[src/rtl/scan_pkg.sv]
// Shared types and constants for the pattern scanner: FSM state
// encoding, part-index encoding and default widths.
package scan_pkg;

  localparam int SYM_W_DEF  = 8;
  localparam int ADDR_W_DEF = 8;

  typedef enum logic [1:0] {
    IDLE  = 2'd0,
    REQ   = 2'd1,
    CHECK = 2'd2,
    DONE  = 2'd3
  } state_e;

  // Part index: 0 means "not scanning", 1..4 select a pattern symbol.
  localparam logic [2:0] PART_NONE = 3'd0;
  localparam logic [2:0] PART_1    = 3'd1;
  localparam logic [2:0] PART_2    = 3'd2;
  localparam logic [2:0] PART_3    = 3'd3;
  localparam logic [2:0] PART_4    = 3'd4;

endpackage

[src/rtl/part_compare.sv]
// Combinational pattern-part selector: picks pattern symbol `part_i`
// (part 1 in the MSBs) and compares the captured symbol against it and
// against part 1 (the latter drives the overlap restart).
module part_compare
  import scan_pkg::*;
#(
  parameter int SYM_W = SYM_W_DEF
) (
  input  logic [4*SYM_W-1:0] pattern_i,
  input  logic [2:0]         part_i,
  input  logic [SYM_W-1:0]   sym_i,
  output logic               eq_o,
  output logic               eq_first_o
);

  logic [SYM_W-1:0] parts [4];
  logic [SYM_W-1:0] sel;

  // Slice the pattern word into its four symbols, part 1 first.
  for (genvar gi = 0; gi < 4; gi++) begin : g_part
    assign parts[gi] = pattern_i[(4-gi)*SYM_W-1 -: SYM_W];
  end

  // Select the symbol the scanner currently expects; out-of-range
  // indices fall back to part 1.
  always_comb begin
    sel = parts[0];
    case (part_i)
      PART_2:  sel = parts[1];
      PART_3:  sel = parts[2];
      PART_4:  sel = parts[3];
      default: sel = parts[0];
    endcase
  end

  assign eq_o       = (sym_i == sel);
  assign eq_first_o = (sym_i == parts[0]);

endmodule

[src/rtl/pattern_scan_ctrl.sv]
// Pattern scanner: reads symbols one at a time over a req/ack port and
// searches for a four-symbol pattern with overlap restart.
// Optional macro PATTERN_SCAN_MULTI_EN: keep scanning after a match and
// count matches on match_count (first match still reported by find).
module pattern_scan_ctrl
  import scan_pkg::*;
#(
  parameter int SYM_W  = SYM_W_DEF,
  parameter int ADDR_W = ADDR_W_DEF
) (
  input  logic                clock,
  input  logic                reset,
  input  logic                start,
  input  logic                stop,
  input  logic [ADDR_W-1:0]   stream_len,
  input  logic [4*SYM_W-1:0]  pattern,
  output logic                rd_req,
  output logic [ADDR_W-1:0]   rd_addr,
  input  logic                rd_ack,
  input  logic [SYM_W-1:0]    rd_data,
  output logic [2:0]          which_part,
  output logic                busy,
  output logic                done,
  output logic                find,
  output logic [ADDR_W-1:0]   match_addr
`ifdef PATTERN_SCAN_MULTI_EN
  ,
  output logic [ADDR_W-1:0]   match_count
`endif
);

  state_e             state_q, state_d;
  logic [2:0]         part_q, part_d;
  logic [ADDR_W-1:0]  addr_q, addr_d;
  logic [ADDR_W-1:0]  len_q, len_d;
  logic [4*SYM_W-1:0] pat_q, pat_d;
  logic [SYM_W-1:0]   sym_q, sym_d;
  logic               find_q, find_d;
  logic [ADDR_W-1:0]  match_addr_q, match_addr_d;
`ifdef PATTERN_SCAN_MULTI_EN
  logic [ADDR_W-1:0]  cnt_q, cnt_d;
`endif

  logic eq, eq_first;
  logic last_sym, hit, end_scan;

  part_compare #(.SYM_W(SYM_W)) u_cmp (
    .pattern_i  (pat_q),
    .part_i     (part_q),
    .sym_i      (sym_q),
    .eq_o       (eq),
    .eq_first_o (eq_first)
  );

  // State and datapath registers with synchronous reset.
  always_ff @(posedge clock) begin
    if (reset) begin
      state_q      <= IDLE;
      part_q       <= PART_1;
      addr_q       <= '0;
      len_q        <= '0;
      pat_q        <= '0;
      sym_q        <= '0;
      find_q       <= 1'b0;
      match_addr_q <= '0;
`ifdef PATTERN_SCAN_MULTI_EN
      cnt_q        <= '0;
`endif
    end else begin
      state_q      <= state_d;
      part_q       <= part_d;
      addr_q       <= addr_d;
      len_q        <= len_d;
      pat_q        <= pat_d;
      sym_q        <= sym_d;
      find_q       <= find_d;
      match_addr_q <= match_addr_d;
`ifdef PATTERN_SCAN_MULTI_EN
      cnt_q        <= cnt_d;
`endif
    end
  end

  // Next-state logic and state-decoded outputs.
  always_comb begin
    state_d      = state_q;
    part_d       = part_q;
    addr_d       = addr_q;
    len_d        = len_q;
    pat_d        = pat_q;
    sym_d        = sym_q;
    find_d       = find_q;
    match_addr_d = match_addr_q;
`ifdef PATTERN_SCAN_MULTI_EN
    cnt_d        = cnt_q;
`endif
    rd_req     = 1'b0;
    busy       = 1'b0;
    done       = 1'b0;
    which_part = PART_NONE;
    last_sym   = (addr_q == len_q - ADDR_W'(1));
    hit        = eq && (part_q == PART_4);
    end_scan   = 1'b0;

    case (state_q)
      IDLE: begin
        if (start) begin
          find_d = 1'b0;
`ifdef PATTERN_SCAN_MULTI_EN
          cnt_d  = '0;
`endif
          if (stream_len != '0) begin
            pat_d        = pattern;
            len_d        = stream_len;
            match_addr_d = '0;
            addr_d       = '0;
            part_d       = PART_1;
            state_d      = REQ;
          end else begin
            state_d = DONE;
          end
        end
      end

      REQ: begin
        rd_req     = 1'b1;
        busy       = 1'b1;
        which_part = part_q;
        if (stop) begin
          state_d = DONE;
        end else if (rd_ack) begin
          sym_d   = rd_data;
          state_d = CHECK;
        end
      end

      CHECK: begin
        busy       = 1'b1;
        which_part = part_q;
        if (stop) begin
          state_d = DONE;
        end else begin
          if (hit) begin
            // Only the first match of a scan sets the reported address.
            if (!find_q) begin
              match_addr_d = addr_q - ADDR_W'(3);
            end
            find_d = 1'b1;
`ifdef PATTERN_SCAN_MULTI_EN
            part_d = PART_1;
            cnt_d  = cnt_q + ADDR_W'(1);
`endif
          end else if (eq) begin
            part_d = part_q + 3'd1;
          end else if (eq_first) begin
            // Mismatch that still starts a new candidate match.
            part_d = PART_2;
          end else begin
            part_d = PART_1;
          end
`ifdef PATTERN_SCAN_MULTI_EN
          end_scan = last_sym;
`else
          end_scan = last_sym || hit;
`endif
          if (end_scan) begin
            state_d = DONE;
          end else begin
            addr_d  = addr_q + ADDR_W'(1);
            state_d = REQ;
          end
        end
      end

      DONE: begin
        done    = 1'b1;
        state_d = IDLE;
      end

      default: state_d = IDLE;
    endcase
  end

  assign rd_addr    = addr_q;
  assign find       = find_q;
  assign match_addr = match_addr_q;
`ifdef PATTERN_SCAN_MULTI_EN
  assign match_count = cnt_q;
`endif

endmodule

[config.mk]
export PLATFORM = sky130hd
export DESIGN_NAME = pattern_scan_ctrl
export DESIGN_NICKNAME = d
export VERILOG_FILES = /design/src/rtl/scan_pkg.sv /design/src/rtl/part_compare.sv /design/src/rtl/pattern_scan_ctrl.sv
export SDC_FILE = /design/constraint.sdc
export NUM_CORES = 1
export LEC_CHECK = 0
export ABC_AREA = 1
export CAP_MARGIN = 20
export CORE_MARGIN = 10
export CORE_UTILIZATION = 47
export CTS_CLUSTER_DIAMETER = 80
export DETAILED_ROUTE_END_ITERATION = 8
export HOLD_SLACK_MARGIN = 0.06
export PLACE_DENSITY = 0.82
export REMOVE_ABC_BUFFERS = 1
export SKIP_LAST_GASP = 1
export SLEW_MARGIN = 0
export SYNTH_ARGS = -nofsm -noshare
export SYNTH_HDL_FRONTEND = slang
export SYNTH_SLANG_ARGS = --single-unit
[constraint.sdc]
create_clock -name clock -period 2.05 [get_ports clock]
set_input_delay 0.41 -clock clock [delete_from_list [all_inputs] [get_ports clock]]
set_output_delay 0.41 -clock clock [all_outputs]
set_load 0.005 [all_outputs]
=== Word-level counts from Yosys, hierarchy flattened ===
Index checks and enable logic that the tools add are counted.

* Word-level logic and storage cells: 75
* Output and inout port bits: 23
* Bits in registers: 70

* Reductions and logical operators: 13
* Eq/ne operators: 17
* Multiplexer cells: 32
* Bitwise logic cells: 1
* Add/subtract/negate cells: 4

{| class="wikitable"
|+ Operators by type and width
! cell !! number
|-
| 8-bit 2-to-1 mux || 7
|-
| 8-bit one-hot mux with 2 select lines || 2
|-
| 8-bit equality test || 3
|-
| 8-bit one-hot mux with 3 select lines || 1
|-
| 3-bit 2-to-1 mux || 6
|-
| 2-bit 2-to-1 mux || 7
|-
| 2-bit inequality test, second input constant || 7
|-
| 5-bit AND reduction || 2
|-
| 8-bit by 1-bit adder with 8-bit output, second input constant || 1
|-
| 2-bit one-hot mux with 4 select lines || 1
|-
| 8-bit nonzero test || 1
|-
| 8-bit by 1-bit subtractor with 8-bit output, second input constant || 1
|-
| 8-bit by 2-bit subtractor with 8-bit output, second input constant || 1
|-
| 3-bit by 2-bit equality test with 1-bit output, second input constant || 2
|-
| 1-bit 2-to-1 mux || 6
|-
| 3-bit one-hot mux with 2 select lines || 1
|-
| 3-bit AND reduction || 2
|-
| 6-bit AND reduction || 1
|-
| 2-bit equality test, second input constant || 2
|-
| 4-bit AND reduction || 1
|-
| 3-bit by 1-bit adder with 3-bit output, second input constant || 1
|-
| 3-bit equality test, second input constant || 1
|-
| 3-bit inequality test, second input constant || 1
|-
| 2-bit by 1-bit equality test with 1-bit output, second input constant || 1
|-
| other kinds (8) || 8
|}

=== Logic depth before layout (Yosys ltp) ===
* Depth in word-level cells: 8
* Gate-level depth with buffers: 20

=== Cells and area by module ===
A second synthesis with hierarchy kept.

* Cells, all modules: 592
* Area, all modules: 3915.0 µm²

{| class="wikitable"
|+ By module, submodules not included
! module !! sequential area each (µm²) !! area an instance (µm²) !! times used !! cells each
|-
| pattern_scan_ctrl || 1401.3 || 3306.9 || 1 || 470
|-
| part_compare || 0.0 || 608.1 || 1 || 122
|}

=== Worst setup path before layout ===
Ideal clock, no wire load.

* Kind: register to register
* Start point: reg part_q[0]
* End point: reg part_q[2]
* Path buffers: 2
* Library setup time: 0.113 ns
* Stages on the path, launching flop included: 18
* Required time: 1.937 ns
* Period minus slack after synthesis: 2.142 ns
* Setup slack: -0.092 ns
* Arrival time: 2.029 ns
* Path through: dfxtp_1 -> ha_1 -> ha_1 -> buf_1 -> nand2_1 -> nand3_1 -> nand2_1 -> nand2_1 -> nand2_1 -> nand2_1 -> nand2_1 -> nor2_4 -> nand4_2 -> buf_4 -> nand2_4 -> inv_2 -> nor2_1 -> nor2_1

* Cells in the longest elaborated chain, start to end: 7
* Elaborated cells between the ends (all ways): 13
* Classes of those cells: 1 x add/sub; 5 x eq/ne; 5 x mux; 2 x reduce/logical

{| class="wikitable"
|+ Ends and longest elaborated chain
! item !! RTL line !! text
|-
| start, declared || pattern_scan_ctrl.sv:33 || <nowiki>logic [2:0] part_q, part_d;</nowiki>
|-
| start signal, assigned || pattern_scan_ctrl.sv:71 || <nowiki>part_q <= part_d;</nowiki>
|-
| 3-bit equality test or 3-bit by 2-bit equality test with 1-bit output (tied branches) || part_compare.sv:28, pattern_scan_ctrl.sv:102 ||
|-
| 8-bit one-hot mux with 3 select lines || part_compare.sv:28 || <nowiki>case (part_i)</nowiki>
|-
| 8-bit equality test || part_compare.sv:36 || <nowiki>assign eq_o = (sym_i == sel);</nowiki>
|-
| 3-bit 2-to-1 mux || pattern_scan_ctrl.sv:153 || <nowiki>end else if (eq) begin</nowiki>
|-
| 3-bit 2-to-1 mux || pattern_scan_ctrl.sv:143 || <nowiki>if (hit) begin</nowiki>
|-
| 3-bit 2-to-1 mux || pattern_scan_ctrl.sv:140 || <nowiki>if (stop) begin</nowiki>
|-
| 3-bit one-hot mux with 2 select lines || pattern_scan_ctrl.sv:105 || <nowiki>case (state_q)</nowiki>
|}

Several ways; a longest one is shown, not always the timed one. The select of a mux whose other input is x is not followed.
A chain may end at the register's enable or synchronous reset.

=== Final worst setup path ===
* Start point: reg part_q[1]
* End point: reg addr_q[0], in the netlist rd_addr[0]

* Cells in the longest elaborated chain, start to end: 7
* Elaborated cells between the ends (all ways): 9
* Classes of those cells: 5 x eq/ne; 1 x mux; 3 x reduce/logical

{| class="wikitable"
|+ Ends and longest elaborated chain
! item !! RTL line !! text
|-
| 3-bit equality test or 3-bit by 2-bit equality test with 1-bit output (tied branches) || part_compare.sv:28, pattern_scan_ctrl.sv:102 ||
|-
| 8-bit one-hot mux with 3 select lines || part_compare.sv:28 ||
|-
| 8-bit equality test || part_compare.sv:36 ||
|-
| 1-bit logical AND * || pattern_scan_ctrl.sv:102 || <nowiki>hit = eq && (part_q == PART_4);</nowiki>
|-
| 1-bit logical OR * || pattern_scan_ctrl.sv:164 || <nowiki>end_scan = last_sym || hit;</nowiki>
|-
| 2-bit inequality test (no line) * || - ||
|-
| 5-bit AND reduction (no line) * || - ||
|-
| end signal, assigned || pattern_scan_ctrl.sv:72 || <nowiki>addr_q <= addr_d;</nowiki>
|-
| end, declared || pattern_scan_ctrl.sv:34 || <nowiki>logic [ADDR_W-1:0] addr_q, addr_d;</nowiki>
|}

Every way passes the cells marked *; elsewhere a longest branch is shown, timed or not.

==> out/results.txt <==
Worst Path Required -> 2.34 ns
DPL Wire Length -> 8180 um
final setup fails -> 20
Tot Pwr -> 6500 uW
max_cap viols -> 0
grt met1 use -> 20.4%
Main synth FF type -> dfxtp_1
Setup WS pre-CTS -> -0.245 ns
initial antenna violation count -> 0
CTS tree -> done
critical path, cell by cell -> buf_6 > ha_4 > nand2_4 > buf_12 > nand4_1 > nand3_1 > nand2_1 > inv_2 > nand2_2 > nor2_4 > nand4_4 > buf_6 > nand4_1 > nand2_1 > nor2_1
critical path arrival -> 2.44 ns
Routed Antenna Nets -> 0
Final Hold Fails -> 0
cell taking the most area after synthesis -> dfxtp_1
Most Used Layer, Global Route -> met2
f_max -> 0.465 GHz
io pins -> 76
power share of the clock group -> 20.7%
Synth area leaders -> dfxtp_1, nand2_1, a21oi_1
syn_area_per_cell -> 6.83 um2
Clock Pin Slew Worst Setup and Hold Paths -> 0.07 ns
Switching Share -> 40.3%
failing checks -> negative setup slack
#FFs+latches synth -> 70
WL/cell -> 14.7 um
CTS Buf Count -> 9
Site Rows -> 32
CP top delay family -> simple AND/OR/NAND/NOR gates
vias per cell -> 5.39
synth cell count leaders -> nand2_1, dfxtp_1, a21oi_1
critical path capture point type -> flip-flop
design area -> 5370 um2
Routed WL -> 11300 um
number of synthesized flops with an enable pin -> 0
CP max-delay cell -> dfxtp_4
synthesized cell area -> 3810 um2
Sink Count -> 70
status -> finished, violations left
min-delay worst type -> flip-flop to flip-flop
Seq/Total Area, Yosys -> 36.8%
fillers -> 649
crit-path max cell delay -> 0.37 ns
Pint -> 3880 uW
diode count -> 0
setup repair after global routing missed its margin -> true
Mapped Cells -> 558
fraction of final layout cells sized beyond drive strength 1 -> 15.9%
met3 Usage GRT -> 4.47%
Seq pwr share -> 28.7%
ys async rst share -> 0%
Clock Latency Late Sink -> 0.35 ns
total core area -> 7810 um2
GRT overflow -> 0
top-area cell type share of the netlist area -> 36.8%
final slew viol count -> 0
Max Fanout on Critical Path -> 8
Crit Path Category -> flip-flop to flip-flop
Relative slew margins -> 66.5%
Buffers on Ports -> 75
top-count cell post-synth -> nand2_1
vias in the first global route -> 4081
PD cells -> 1210 nW/um2
Initial DRC Count -> 243
Tcrit/Tclk final -> 105%
routability congestion estimate -> 0.884
H-tree depth -> 3
Nets -> 724
Slew @ Worst Pin -> 0.502 ns
met2 GRT Util -> 34.0%
DR pass1 iterations -> 5
DRC -> 0
GRT Util Overall -> 18.7%
Final Skew -> 0.00840 ns
Warnings, synthesis -> 0
Die Y -> 110 um
LEAKAGE -> 0.00231 uW
full die area -> 12100 um2
fin crit period -> 2.15 ns
buffers plus inverters on the worst setup path -> 4
Hold Buf Count CTS -> 0
largest net degree at the start of global routing -> 35
area delta synth->final -> 40.9%
Synth cell types -> 31
Initial Util -> 48.8%
CTS max path bufs -> 2
Psw -> 2620 uW
PnR worst setup slack -> -0.101 ns
Combinational Power Share -> 50.6%
via count -> 4136
Die Span X -> 110 um
worst vdd ir -> 0.000546 V
first-pass GRT wire length -> 18500 um
clk root buf -> clkbuf_8
startpoint class of the critical path -> flip-flop
placed cell area -> 4920 um2
post-route setup TNS -> -1.39 ns
==> timing repair <==
action / 4_1_cts / 5_1_grt
setup buffers: 5 / 0
pin swaps: 14 / 14
hold endpoints to repair: 0 / 0
endpoints found under the setup margin: 25 / 23
resized for setup: 39 / 15
==> worst paths after layout <==
kind | start | to | slack, ns | depth (start not counted)
setup / recovery | part_q[1] | rd_addr[0] | -0.10 | 15
hold reg to reg | pat_q[23] | pat_q[23] | 0.47 | 2
setup reg to reg | part_q[1] | rd_addr[0] | -0.10 | 15
hold / removal | pat_q[23] | pat_q[23] | 0.47 | 2
==> cell usage in the layout, fill, tap and decap left out, types with 2 or more instances in the layout <==
cell type	count
clkdlybuf4s50_1	70
buf_4	35
bufinv_16	3
ha_1	5
a21oi_1	65
xnor2_1	7
xor2_1	21
nor3_1	4
dlygate4sd2_1	3
buf_6	6
nor4_1	6
nand3_1	42
ha_4	5
nand3_4	2
dfxtp_4	2
o31ai_1	2
nor2_1	29
nand2_4	5
nand2_2	9
dfxtp_1	66
clkbuf_8	10
nand3_2	4
inv_2	7
buf_12	4
nand4_1	20
clkinv_1	3
dfxtp_2	2
nand2_1	156
o21ai_1	3
nor2_4	3
inv_1	36
o21ai_0	17
a21oi_2	2
==> flip-flops by register name, indices dropped and copies added, names as in the netlist <==
name / cells
match_addr: 8
part_q: 3
find: 1
state_q: 2
len_q: 8
rd_addr: 8
pat_q: 32
sym_q: 8
==> worst reg2reg max path, cell delays in order (launching register included) <==
cell and delay [ns]:
dfxtp_4 0.37, buf_6 0.12, ha_4 0.17, nand2_4 0.09, buf_12 0.12, nand4_1 0.17
nand3_1 0.15, nand2_1 0.07, inv_2 0.06, nand2_2 0.05, nor2_4 0.16, nand4_4 0.16
buf_6 0.18, nand4_1 0.07, nand2_1 0.06, nor2_1 0.09
==> metal layers <==
layer | part of all wire [%] | vias to the layer above | routed length [um]
met5 | 0 | - | 0
met4 | 2.6 | 0 | 290
met3 | 6.3 | 33 | 712
met2 | 52 | 174 | 5910
met1 | 39 | 1892 | 4390
li1 | - | 2037 | -
==> power groups by stage <==
stage	Combinational, uW	Sequential [uW]	Clock, uW
finish	3290	1860	1350
global route	3630	1890	1410
CTS	3170	1850	1350
detailed placement	2920	1850	0
global placement	2820	1840	0
floorplan	1760	1840	0
==> cell families after synthesis <==
kind of cell             Yosys count  share of synthesized area (%)
adder cells (fa/ha/maj)           10                           3.28
AO/OA/AOI/OAI                     90                           12.0
AND/OR/NAND/NOR                  285                           33.6
flip-flops                        70                           36.8
XOR/XNOR                          28                           6.43
buffers and inverters             75                           7.91
==> cell type report <==
type	count	area [um2]	area share (%)
multi-input combinational	413	2260	42.1
sequential	70	1410	26.3
timing repair buffer	120	1150	21.5
inverter	47	179	3.33
clock buffer	11	141	2.63
tap	102	128	2.38
clock inverter	4	95.1	1.77
==> through the flow <==
step	std cells	util, %	hold WS [ns]
2_1_floorplan	530	-	0.440
3_3_place_gp	748	63.0	0.453
3_5_place_dp	748	63.0	0.459
4_1_cts	767	68.2	0.470
5_1_grt	767	68.8	0.491
6_report	767	68.8	0.473
No activity file was read; power rests on OpenSTA's default activity.
